**src/rtl/fetch_sequencer_pkg.sv**
```systemverilog
// Shared definitions for the fetch sequencer: FSM encoding, default widths and
// the NOP word that downstream stages substitute for squashed instructions.
package fetch_sequencer_pkg;

   typedef enum logic [1:0] {
      RUN   = 2'd0,
      FLUSH = 2'd1,
      HALT  = 2'd2,
      IDLE  = 2'd3
   } state_t;

   localparam int PC_WIDTH_DEF = 5;
   localparam int FCNT_WIDTH   = 3;
   localparam logic [15:0] NOP_INSTR = 16'h0000;

endpackage

```
**src/rtl/fetch_sequencer_sat_counter.sv**
```systemverilog
// Generic saturating up-counter with synchronous active-high reset.
module sat_counter #(
   parameter int WIDTH = 8
) (
   input  logic             clk,
   input  logic             rst,
   input  logic             inc,
   output logic [WIDTH-1:0] count
);

   always_ff @(posedge clk) begin
      if (rst)
         count <= '0;
      else if (inc && (count != '1))
         count <= count + WIDTH'(1);
   end

endmodule

```
**src/rtl/fetch_sequencer.sv**
```systemverilog
// Program-counter owner for the PIGRO pipeline: arbitrates redirect, stall and
// halt requests and opens a flush window after each redirect.
module fetch_sequencer
   import fetch_sequencer_pkg::*;
#(
   parameter int PC_WIDTH     = PC_WIDTH_DEF,
   parameter int RESET_PC     = 0,
   parameter int FLUSH_CYCLES = 2,
   parameter int CNT_WIDTH    = 8
) (
   input  logic                 clk,
   input  logic                 rst,
   input  logic                 jumpflag,
   input  logic [PC_WIDTH-1:0]  jump_dest,
   input  logic                 taken,
   input  logic [PC_WIDTH-1:0]  branch_dest,
   input  logic                 hazard,
   input  logic                 halt_req,
   input  logic                 resume,
   output logic [PC_WIDTH-1:0]  pc,
   output logic                 pc_valid,
   output logic                 flush,
   output logic                 stall,
   output logic [1:0]           state,
   output logic [CNT_WIDTH-1:0] redirect_cnt
);

   localparam logic [FCNT_WIDTH-1:0] FLUSH_LOAD = FCNT_WIDTH'(FLUSH_CYCLES);

   state_t                state_q, state_d;
   logic [PC_WIDTH-1:0]   pc_d;
   logic [FCNT_WIDTH-1:0] fcnt_q, fcnt_d;
   logic                  redirect;

   always_comb begin
      state_d  = state_q;
      pc_d     = pc;
      fcnt_d   = fcnt_q;
      redirect = 1'b0;
      stall    = 1'b0;
      case (state_q)
         IDLE: state_d = RUN;
         RUN: begin
            if (halt_req) begin
               state_d = HALT;
            end else if (jumpflag || taken) begin
               // jump outranks a simultaneous taken branch; counted once
               pc_d     = jumpflag ? jump_dest : branch_dest;
               state_d  = FLUSH;
               fcnt_d   = FLUSH_LOAD;
               redirect = 1'b1;
            end else if (hazard) begin
               stall = 1'b1;
            end else begin
               pc_d = pc + PC_WIDTH'(1);
            end
         end
         FLUSH: begin
            // requests seen here come from squashed instructions
            pc_d   = pc + PC_WIDTH'(1);
            fcnt_d = fcnt_q - FCNT_WIDTH'(1);
            if (fcnt_q <= FCNT_WIDTH'(1))
               state_d = RUN;
         end
         HALT: begin
            // the held pc was already fetched before halting, so resume moves on
            if (resume && !halt_req) begin
               state_d = RUN;
               pc_d    = pc + PC_WIDTH'(1);
            end
         end
         default: state_d = IDLE;
      endcase
   end

   always_ff @(posedge clk) begin
      if (rst) begin
         state_q <= IDLE;
         pc      <= PC_WIDTH'(RESET_PC);
         fcnt_q  <= '0;
      end else begin
         state_q <= state_d;
         pc      <= pc_d;
         fcnt_q  <= fcnt_d;
      end
   end

   assign pc_valid = (state_q == RUN) || (state_q == FLUSH);
   assign flush    = (state_q == FLUSH);
   assign state    = state_q;

   sat_counter #(.WIDTH(CNT_WIDTH)) u_redirect_cnt (
      .clk   (clk),
      .rst   (rst),
      .inc   (redirect),
      .count (redirect_cnt)
   );

endmodule

```
**config.mk**
```make
export PLATFORM = sky130hd
export DESIGN_NAME = fetch_sequencer
export DESIGN_NICKNAME = d
export VERILOG_FILES = /design/src/rtl/fetch_sequencer_pkg.sv /design/src/rtl/fetch_sequencer_sat_counter.sv /design/src/rtl/fetch_sequencer.sv
export SDC_FILE = /design/constraint.sdc
export NUM_CORES = 1
export LEC_CHECK = 0
export CAP_MARGIN = 5
export CORE_ASPECT_RATIO = 1.5
export CORE_MARGIN = 2
export CORE_UTILIZATION = 49
export DETAILED_ROUTE_END_ITERATION = 7
export PLACE_DENSITY = 0.83
export SYNTH_ARGS = -nofsm -noshare
export SYNTH_HDL_FRONTEND = slang
export SYNTH_SLANG_ARGS = --single-unit
```
**constraint.sdc**
```tcl
create_clock -name clk -period 3.9 [get_ports clk]
set_input_delay 0.78 -clock clk [delete_from_list [all_inputs] [get_ports clk]]
set_output_delay 0.78 -clock clk [all_outputs]
set_load 0.01 [all_outputs]
```
Word level (Yosys, flattened, before mapping):

Cells that the tools add are included.

* register bits: 18
* output and inout port bits: 18
* logic and storage cells: 50
* input port bits: 17

* $add $sub $neg: 3
* reductions and logical operators: 11
* magnitude comparators: 1
* muxes and demuxes: 21
* equal/unequal tests: 10

Operators with widths (number)
* 2-to-1 mux 5 bit: 5
* one-hot mux 5 bit (3 select lines): 1
* adder 8 x 1 -> 8 bit, second input constant: 1
* 2-to-1 mux 2 bit: 4
* != test 8 bit, second input constant: 1
* one-hot mux 2 bit (4 select lines): 1
* 2-to-1 mux 1 bit: 7
* 2-to-1 mux 3 bit: 2
* != test 2 bit, second input constant: 3
* != test 3 bit, second input constant: 2
* one-hot mux 3 bit (2 select lines): 1
* AND reduction 3 bit: 2
* adder 5 x 1 -> 5 bit, second input constant: 1
* equality test 2 bit, second input constant: 2
* AND reduction 4 bit: 1
* less-or-equal comparator 3 x 1 -> 1 bit, second input constant: 1
* nonzero test 3 bit: 1
* subtractor 3 x 1 -> 3 bit, second input constant: 1
* equality test 2 x 1 -> 1 bit, second input constant: 1
* logical AND 1 bit: 2
* logical NOT 2 bit: 1
* logical OR 1 bit: 2
* != test 2 x 1 -> 1 bit, second input constant: 1
* nonzero test 2 bit: 1
* logical NOT 1 bit: 1

Logic depth before layout (Yosys ltp):

* depth in word-level cells: 5
* gate-level depth with buffers: 6
* gate-level depth less buffers: 6

Cells and area by module:

Synthesis repeated with hierarchy kept, for this count alone.

* cell total of the unflattened synthesis: 141
* area total of the unflattened synthesis: 1239.9 sq um

Modules (own cells, without submodules)
* fetch_sequencer: area an instance 809.5 sq um, cells an instance 95, times used 1
* sat_counter: area an instance 430.4 sq um, cells an instance 46, times used 1

Worst setup path before layout:

OpenSTA, ideal clock, no wires.

* path kind: input to register
* from: in halt_req
* to: reg u_redirect_cnt.count[5]
* slack: 1.741 ns
* path buffers: 0
* data arrival time: 2.038 ns
* stages: 4
* required time: 3.779 ns
* path through: nand2b_2 > or4_4 > nor3b_1 > mux2_2

* longest elaborated chain between the ends: 3

RTL lines
* start, declared: line fetch_sequencer.sv:18 `input logic halt_req,`
* 2-to-1 mux 1 bit: line fetch_sequencer.sv:44 `if (halt_req) begin`
* 2-to-1 mux 1 bit: line fetch_sequencer.sv:41 `case (state_q)`
* logical AND 1 bit: line fetch_sequencer_sat_counter.sv:14 `else if (inc && (count != '1))`
* end signal, assigned: line fetch_sequencer_sat_counter.sv:15 `count <= count + WIDTH'(1);`
* end, declared: line fetch_sequencer_sat_counter.sv:8 `output logic [WIDTH-1:0] count`

Every way passes these cells.
A chain may end at the register's enable or synchronous reset.

Final worst setup path:

* from: in taken
* to: out stall

* longest elaborated chain between the ends: 4

RTL lines
* start, declared: line fetch_sequencer.sv:15 `input logic taken,`
* logical OR 1 bit: line fetch_sequencer.sv:46 `end else if (jumpflag || taken) begin`
* 2-to-1 mux 1 bit: line fetch_sequencer.sv:46
* 2-to-1 mux 1 bit: line fetch_sequencer.sv:44
* 2-to-1 mux 1 bit: line fetch_sequencer.sv:41
* end, declared: line fetch_sequencer.sv:23 `output logic stall,`

Every way passes these cells.

==> results.toml <==
[clocking]
cts_root_buffer = "clkbuf_4"
h-tree-depth = 1
cts-buffers-inserted = 3
cts_setup_buffers = 0
ctsHoldBuffers = 0
cts_max_path_buffers = 2
cts_tree = "yes"
clkTransAtPathRegs_ps = 100
cts_resized = 0
clock_insertion_delay_worst_skew_ps = 300
clock_sinks = 18

[critical_path]
path_class = "in2out"
crit_top_cell = "clkdlybuf4s50_1"
worst-path-buf-inv = 2
crit_family = "buffers and inverters"
end_kind = "primary output"
crit_arrival_ps = 2410
cpMaxStageDelayCell = "clkdlybuf4s50_1"
crit_chain = "clkdlybuf4s50_1, nor2_1, and3_1, clkdlybuf4s50_1"
required_ps = 3120
crit_path_start_kind = "input port"
cp_slowest_stage_delay_ps = 530
crit_fanout = 7

[sta]
rsz0062_at_grt = "false"
setup_viol = 0
fin_hold_ws_ps = 509.4
clock_skew_ps = 11.19
max_slew_margin = 0.5128
hold_violations = 0
fin_tns_setup_ps = 0
slew_viol_final = 0
finalCriticalPeriod_ps = 3193
tightest_slew_ps = 728.5
clock.fmax_mhz = 313.2
fin_crit_sh = 0.8187

[yosys]
synth_top_family_by_area = "simple AND/OR/NAND/NOR gates"
yosysUniqueCellTypes = 44
yosysSeqAreaShare = 0.3193
syn-cell-area_um2 = 1129
synth_edf_count = 0
synth_xor_area_frac = 0.007761
synthFlopType = "dfxtp_1"
muxShareOfSynthArea = 0.06319
synth-simple-area-share = 0.2616
syn-num-nets = 162
yosys-top-cells-area = "dfxtp_1, ha_1, mux2i_1"
ys_ff_latch = 18
syn_inst = 138
syn_avg_cell_area_um2 = 8.178
synth_fa_ha_area_frac = 0.07761
synth_compound_area_frac = 0.2295
ys_warn_count = 0
async_reset_ff_frac = 0
netlist.top_cell.by_area = "dfxtp_1"
yosysTopAreaCellShare = 0.3193

[global_route]
antenna_found_initial = 0
track_usage = 0.2167
grt_pass1_wl_um = 4643
grt_max_degree = 20
overflow = 0
grt_pass1_vias = 1132

[power]
leakagePower_nw = 0.5634
power_density_nw_per_um2 = 366.7
max-vdd-ir-drop_mv = 0.2364

[final_layout]
antenna_cells = 0
layout-drive-gt1-share = 0.07471
final_cell_mix = "clkdlybuf4s50_1, dfxtp_1"
areaGrowthSynthToFinish_pct = 35.48
fin_nets = 199
final_common_cell = "clkdlybuf4s50_1"

[drt]
vias = 1175
post_drt_wl_per_cell_um = 14.35
ant_nets = 0
drtPass1Iterations = 4
avgViaCountPerCell = 5.964
drc = 0
wl_um = 2827
drt_iter0_drc = 16

[floorplanning]
initial_utilization = 0.5113
die_w_um = 43.19
core_um2 = 2207
io_pins = 35
die_y_um = 62.78
dieArea_um2 = 2711
num_rows = 21

[outcome]
outcome = "finished clean"

[placement]
portBuffers = 34
dp_hpwl_um = 2196
place_congestion = 0.7819

[job]
cap_violations = 0

[worst_hold_path]
min_path_type = "reg2reg"
-- metrics by stage --
stage | instances | cell area [um^2] | power, mW | worst slack, ps | utilization
2_1_floorplan | 138 | 1129 | 0.3560 | 1741 | -
3_3_place_gp | 193 | 1493 | 0.4351 | 772.3 | 0.6763
3_5_place_dp | 193 | 1493 | 0.4443 | 733.2 | 0.6763
4_1_cts | 197 | 1529 | 0.5646 | 720.6 | 0.6927
5_1_grt | 197 | 1529 | 0.5950 | 619.5 | 0.6927
6_report | 197 | 1529 | 0.5607 | 707.1 | 0.6927
-- layer usage --
layer  share of wire  vias up  wire (um)  GRT usage
met4           0.013        0         37    0.09091
met1            0.41      560       1173     0.2333
met3           0.030        4         85    0.01734
li1                -      579          -          -
met5               0        -          0          0
met2            0.54       32       1531     0.4086
-- layout make-up --
type / count / area (um^2)
Inverter: 9 / 33.78
Fill cell: 191 / 678.2
Timing Repair Buffer: 35 / 347.8
Sequential cell: 18 / 360.3
Multi-Input combinational cell: 108 / 721.9
Tap cell: 23 / 28.78
Clock buffer: 4 / 36.28
-- where the power goes --
part	leakage (nW)	switching (mW)	internal, mW
clock network	0.0210	0.0620	0.0569
logic	0.396	0.105	0.112
registers	0.147	0.0206	0.204
total	0.563	0.188	0.373
-- logic make-up (layout without fill, tap and decap cells) --
family,Yosys count,after routing
compound gates,40,40
xor+xnor,1,1
fa+ha+maj,7,7
buf+inv,12,48
flops,18,18
mux,7,7
simple gates,53,53
-- tightest hold or removal path, delay by kind of cell, from the launching register on --
kind / cells / cell delay [ps]
compound gates: 2 / 130
flops: 1 / 340
-- registers in the layout, indices dropped and copies added, names as in the netlist --
name / cells
u_redirect_cnt.count: 8
state: 2
fcnt_q: 3
pc: 5
-- synthesized netlist by cell type (all sizes together) (3+ instances only) --
cell type and n:
ha 7, and3 3, nand3 9, nor3b 3, a21oi 10, a31oi 5
dfxtp 18, mux2i 6, nand2b 3, o21ai 10, inv 9, nand2 10
nor2 10
-- path summary, 6_finish.rpt --
check	slack [ps]	end	cells past startpoint	startpoint
setup / recovery	710	stall	4	taken
hold / removal	510	pc[4]	2	pc[4]
setup reg to reg	1740	u_redirect_cnt.count[5]	6	state[0]
hold reg to reg	510	pc[4]	2	pc[4]
(Power assumes the default switching activity.)
